<file path="src/rtl/timing_gen_if.sv">
// Timing bus between timing_gen (master) and the hard-wired controller (slave).
// The step_i request exists only when STEP_EN is defined.
interface timing_gen_if;
  logic qd_i;
  logic short_i;
  logic long_i;
  logic stop_i;
`ifdef STEP_EN
  logic step_i;
`endif
  logic w1_o;
  logic w2_o;
  logic w3_o;
  logic t3_o;
  logic tick_o;
  logic running_o;

`ifdef STEP_EN
  modport master (
    input  qd_i, short_i, long_i, stop_i, step_i,
    output w1_o, w2_o, w3_o, t3_o, tick_o, running_o
  );
  modport slave (
    output qd_i, short_i, long_i, stop_i, step_i,
    input  w1_o, w2_o, w3_o, t3_o, tick_o, running_o
  );
`else
  modport master (
    input  qd_i, short_i, long_i, stop_i,
    output w1_o, w2_o, w3_o, t3_o, tick_o, running_o
  );
  modport slave (
    output qd_i, short_i, long_i, stop_i,
    input  w1_o, w2_o, w3_o, t3_o, tick_o, running_o
  );
`endif
endinterface

</file>
<file path="src/rtl/timing_gen.sv">
// Beat/phase timing generator: one-hot W1/W2/W3 beats, t3 and tick phase pulses.
// Define STEP_EN to add single-instruction mode (bus.step_i).
module timing_gen #(
  parameter int PHASES   = 4,
  parameter int T3_PHASE = 2
) (
  input  logic         clk,
  input  logic         clr,
  timing_gen_if.master bus
);

  localparam int PW = (PHASES > 1) ? $clog2(PHASES) : 1;
  localparam logic [PW-1:0] LAST_PHASE = PW'(PHASES - 1);
  localparam logic [PW-1:0] T3_IDX     = PW'(T3_PHASE);

  typedef enum logic {
    IDLE,
    RUN
  } state_e;

  typedef enum logic [2:0] {
    BEAT_NONE = 3'b000,
    BEAT_W1   = 3'b001,
    BEAT_W2   = 3'b010,
    BEAT_W3   = 3'b100
  } beat_e;

  state_e        state_q, state_d;
  beat_e         beat_q, beat_d;
  beat_e         nextBeat;
  logic [PW-1:0] phase_q, phase_d;
  logic          stopPend_q, stopPend_d;
  logic          t3_q, t3_d;
  logic          tick_q, tick_d;
  logic          stepHalt;

  // Beat that follows the current one if the instruction keeps running.
  always_comb begin
    nextBeat = BEAT_W1;
    case (beat_q)
      BEAT_W1: nextBeat = bus.short_i ? BEAT_W1 : BEAT_W2;
      BEAT_W2: nextBeat = bus.long_i  ? BEAT_W3 : BEAT_W1;
      default: nextBeat = BEAT_W1;
    endcase
  end

`ifdef STEP_EN
  assign stepHalt = bus.step_i && (nextBeat == BEAT_W1);
`else
  assign stepHalt = 1'b0;
`endif

  always_comb begin
    state_d    = state_q;
    beat_d     = beat_q;
    phase_d    = phase_q;
    stopPend_d = stopPend_q;
    case (state_q)
      IDLE: begin
        phase_d    = '0;
        stopPend_d = 1'b0;
        beat_d     = BEAT_NONE;
        if (bus.qd_i) begin
          state_d = RUN;
          beat_d  = BEAT_W1;
        end
      end
      RUN: begin
        if (phase_q != LAST_PHASE) begin
          phase_d = phase_q + 1'b1;
          if (bus.stop_i) begin
            stopPend_d = 1'b1;
          end
        end else begin
          // Beat end: a pending or current stop outranks the step boundary.
          phase_d    = '0;
          stopPend_d = 1'b0;
          if (stopPend_q || bus.stop_i || stepHalt) begin
            state_d = IDLE;
            beat_d  = BEAT_NONE;
          end else begin
            beat_d = nextBeat;
          end
        end
      end
      default: begin
        state_d = IDLE;
        beat_d  = BEAT_NONE;
        phase_d = '0;
      end
    endcase
    t3_d   = (state_d == RUN) && (phase_d == T3_IDX);
    tick_d = (state_d == RUN) && (phase_d == LAST_PHASE);
  end

  always_ff @(posedge clk) begin
    if (clr) begin
      state_q    <= IDLE;
      beat_q     <= BEAT_NONE;
      phase_q    <= '0;
      stopPend_q <= 1'b0;
      t3_q       <= 1'b0;
      tick_q     <= 1'b0;
    end else begin
      state_q    <= state_d;
      beat_q     <= beat_d;
      phase_q    <= phase_d;
      stopPend_q <= stopPend_d;
      t3_q       <= t3_d;
      tick_q     <= tick_d;
    end
  end

  assign bus.w1_o      = beat_q[0];
  assign bus.w2_o      = beat_q[1];
  assign bus.w3_o      = beat_q[2];
  assign bus.t3_o      = t3_q;
  assign bus.tick_o    = tick_q;
  assign bus.running_o = (state_q == RUN);

endmodule

</file>
<file path="src/flat_wrapper.sv">
// flat-port wrapper written by rule: the top's interface ports become plain ports
module timing_gen_flat 
#(
  parameter int PHASES   = 4,
  parameter int T3_PHASE = 2
)
  (clk, clr, bus_qd_i, bus_short_i, bus_long_i, bus_stop_i, bus_w1_o, bus_w2_o, bus_w3_o, bus_t3_o, bus_tick_o, bus_running_o);
  timing_gen_if bus_i ();
  input  logic clk;
  input  logic clr;
  input wire logic [$bits(bus_i.qd_i)-1:0] bus_qd_i;
  input wire logic [$bits(bus_i.short_i)-1:0] bus_short_i;
  input wire logic [$bits(bus_i.long_i)-1:0] bus_long_i;
  input wire logic [$bits(bus_i.stop_i)-1:0] bus_stop_i;
  output wire logic [$bits(bus_i.w1_o)-1:0] bus_w1_o;
  output wire logic [$bits(bus_i.w2_o)-1:0] bus_w2_o;
  output wire logic [$bits(bus_i.w3_o)-1:0] bus_w3_o;
  output wire logic [$bits(bus_i.t3_o)-1:0] bus_t3_o;
  output wire logic [$bits(bus_i.tick_o)-1:0] bus_tick_o;
  output wire logic [$bits(bus_i.running_o)-1:0] bus_running_o;
  assign bus_i.qd_i = bus_qd_i;
  assign bus_i.short_i = bus_short_i;
  assign bus_i.long_i = bus_long_i;
  assign bus_i.stop_i = bus_stop_i;
  assign bus_w1_o = bus_i.w1_o;
  assign bus_w2_o = bus_i.w2_o;
  assign bus_w3_o = bus_i.w3_o;
  assign bus_t3_o = bus_i.t3_o;
  assign bus_tick_o = bus_i.tick_o;
  assign bus_running_o = bus_i.running_o;
  timing_gen #(.PHASES(PHASES), .T3_PHASE(T3_PHASE)) u_core (.clk(clk), .clr(clr), .bus(bus_i));
endmodule
</file>
<file path="config.mk">
export PLATFORM = sky130hd
export DESIGN_NAME = timing_gen_flat
export DESIGN_NICKNAME = d
export VERILOG_FILES = /design/src/rtl/timing_gen_if.sv /design/src/rtl/timing_gen.sv /design/src/flat_wrapper.sv
export SDC_FILE = /design/constraint.sdc
export NUM_CORES = 1
export LEC_CHECK = 0
export CORE_AREA = 2 2 39 41
export DETAILED_ROUTE_END_ITERATION = 6
export DIE_AREA = 0 0 41 43
export HOLD_SLACK_MARGIN = 0.15
export SLEW_MARGIN = 20
export SYNTH_ARGS = -nofsm -noshare
export SYNTH_HDL_FRONTEND = slang
export SYNTH_SLANG_ARGS = --single-unit
export TNS_END_PERCENT = 30
</file>
<file path="constraint.sdc">
create_clock -name clk -period 1.3 [get_ports clk]
set_clock_uncertainty 0.15 [all_clocks]
set_input_delay 0.13 -clock clk [delete_from_list [all_inputs] [get_ports clk]]
set_output_delay 0.13 -clock clk [all_outputs]
set_load 0.01 [all_outputs]
</file>
==> results.sh <==
export IMPL_status="completed"
export IMPL_ys_flop_type="dfxtp_1"
export IMPL_drtPass1Iterations=2
export IMPL_via_per_inst=4.66
export IMPL_vdd_ir_drop_max_v=0.000476
export IMPL_hpwl_um=579
export IMPL_fp_dieW_um=41
export IMPL_grt_pass1_wl_um=1260
export IMPL_n_antenna_cell=0
export IMPL_grt_start_max_net_pins=8
export IMPL_rr_startpoint="u_core.phase_q[0]"
export IMPL_gp_congestion=0.688
export IMPL_hold_viol=0
export IMPL_drt_iter0_markers=1
export IMPL_yosys_area_top_type="dfxtp_1"
export IMPL_synth_area_top_cells="dfxtp_1, a21oi_1, nor3_4, nor3_1, ha_1"
export IMPL_crit_path_end_kind="register"
export IMPL_synth_ff_latch_count=9
export IMPL_yosysMostFrequentCell="dfxtp_1"
export IMPL_powerDensity_nw_per_um2=1030
export IMPL_synth_top_area_share_pct=48.8
export IMPL_tightest_slew_ns=0.253
export IMPL_numCtsBuffers=3
export IMPL_syn_cell_area_sq_um=369
export IMPL_path_class="reg -> reg"
export IMPL_rows=14
export IMPL_fin_crit_sh_pct=94.4
export IMPL_syn_area_per_cell_sq_um=9.98
export IMPL_wl_per_cell_um=10.3
export IMPL_layout_drive_gt1_share_pct=22.4
export IMPL_syn_inst=37
export IMPL_synth_edf_count=0
export IMPL_grtUsageTotal_pct=11.3
export IMPL_hold_path_startpoint="u_core.beat_q[1]"
export IMPL_fmax_ghz=0.815
export IMPL_power_leakage_nw=0.255
export IMPL_yosys_top_cells_count="dfxtp_1, a21oi_1, nand2_1, nor2_1, nor3_1"
export IMPL_syn_to_final_growth_pct=53.2
export IMPL_num_vias=345
export IMPL_synth_cell_types=18
export IMPL_cts_tree="done"
export IMPL_min_path_type="reg -> reg"
export IMPL_slew_headroom_pct=82.9
export IMPL_mappedNetlistNets=44
export IMPL_antenna_found_initial=0
export IMPL_setup_tns_ns=0
export IMPL_finalSetupViolations=0
export IMPL_maxSlewViolCount=0
export IMPL_cp_required_ns=1.36
export IMPL_cp_startpoint="u_core.phase_q[0]"
export IMPL_wl_um=763
export IMPL_portBuffers=11
export IMPL_clkLatencyLatePin_ns=0.26
export IMPL_final_antenna_net_count=0
export IMPL_io_pins=12
export IMPL_crit_arrival_ns=1.29
export IMPL_drc=0
export IMPL_finalInstanceArea_sq_um=566
export IMPL_synth_yosys_seq_area_share_pct=48.8
export IMPL_dpl_instance_area_sq_um=544
export IMPL_power_total_uw=582
export IMPL_clockBufferDepth=2
export IMPL_multiInputGateArea_sq_um=191
export IMPL_htreeDepth=1
export IMPL_nets=66
export IMPL_postCtsResizedCells=7
export IMPL_grt_pass1_vias=326
export IMPL_maxCapViolCount=0
export IMPL_initial_core_util_pct=26.7
export IMPL_core_area_sq_um=1380
export IMPL_root_buffer="clkbuf_4"
export IMPL_async_reset_ff_share_pct=0
export IMPL_dieHeight_um=43
export IMPL_gr_total_overflow=0
export IMPL_post_cts_setup_buffers=0
export IMPL_yosysWarningCount=0
export IMPL_cts_sinks=9
export IMPL_dieArea_sq_um=1760
export IMPL_worstPathMaxFanout=6
export IMPL_critPathLaunchType="register"
export IMPL_clk_pin_slew_ns=0.06
export IMPL_rsz0062_at_grt="no"
export IMPL_finalWorstPathRequiredPeriod_ns=1.23
export IMPL_n_fill_cell=151
export IMPL_ctsHoldBuffers=0
export IMPL_seq_area_sq_um=180
==> area by class of cell <==
| cell class | instances | area share, % |
|---|---|---|
| tap | 16 | 3.54 |
| sequential | 9 | 31.9 |
| multi-input combinational | 28 | 33.8 |
| timing repair buffer | 17 | 26.1 |
| clock buffer | 4 | 4.65 |
==> sequential cells by signal, summed over array words and instances (netlist names) <==
| name | flops |
|---|---|
| u_core.bus.t3_o | 1 |
| u_core.beat_q | 3 |
| u_core.phase_q | 2 |
| u_core.stopPend_q | 1 |
| u_core.bus.tick_o | 1 |
| u_core.bus.running_o | 1 |
==> power breakdown <==
group / switching [mW] / internal [mW] / total (mW)
Clock: 0.0977 / 0.118 / 0.216
Sequential: 0.00599 / 0.285 / 0.291
Combinational: 0.0324 / 0.0422 / 0.0746
==> layer usage <==
| metal | vias up | part of all wire [%] | global-route usage [%] |
|---|---|---|---|
| met5 | - | 0 | 0 |
| met4 | 0 | 2.6 | 10.0 |
| met3 | 4 | 9.6 | 4.71 |
| met2 | 12 | 41 | 14.1 |
| met1 | 151 | 47 | 14.0 |
| li1 | 178 | - | - |
==> through the flow <==
stage / instances / setup WS, ns / hold slack (ns) / util (%)
floorplan: 37 / 0.0441 / 0.0491 / -
global placement: 70 / -0.0832 / 0.338 / 39.3
detailed placement: 70 / -0.0993 / 0.357 / 39.3
CTS: 74 / 0.0583 / 0.361 / 40.9
global route: 74 / 0.00394 / 0.390 / 40.9
finish: 74 / 0.0727 / 0.351 / 40.9
==> path summary, 6_finish.rpt <==
kind | to | slack [ns] | cells past startpoint
hold reg to reg | u_core.beat_q[1] | 0.35 | 2
hold / removal | u_core.beat_q[1] | 0.35 | 2
setup / recovery | u_core.beat_q[0] | 0.07 | 4
setup reg to reg | u_core.beat_q[0] | 0.07 | 4
==> logic make-up after synthesis <==
logic type,Yosys count,synth area share (%)
simple gates,20,34.2
flops,9,48.8
compound gates,6,10.8
mux,1,2.71
fa+ha+maj,1,3.39
==> critical path: stages (launching register included) <==
cell,delay (ns)
dfxtp_1,0.31
ha_2,0.22
o211a_1,0.16
nor3_4,0.17
o311a_1,0.17
==> cell usage in the layout (no fill, tap or decap), drive strengths merged <==
cell type      netlist  routed
and2                 1       1
clkbuf               0       4
a21oi                4       4
nor2                 4       4
clkdlybuf4s50        0       5
and2b                1       1
nand4                2       2
mux2i                1       1
buf                  0       6
nand2                3       3
ha                   1       1
dlygate4sd2          0       6
o311a                1       1
o211a                1       1
nand2b               2       2
and3b                1       1
nor3                 5       5
dfxtp                9       9
nor4b                1       1
(Power assumes the default switching activity.)
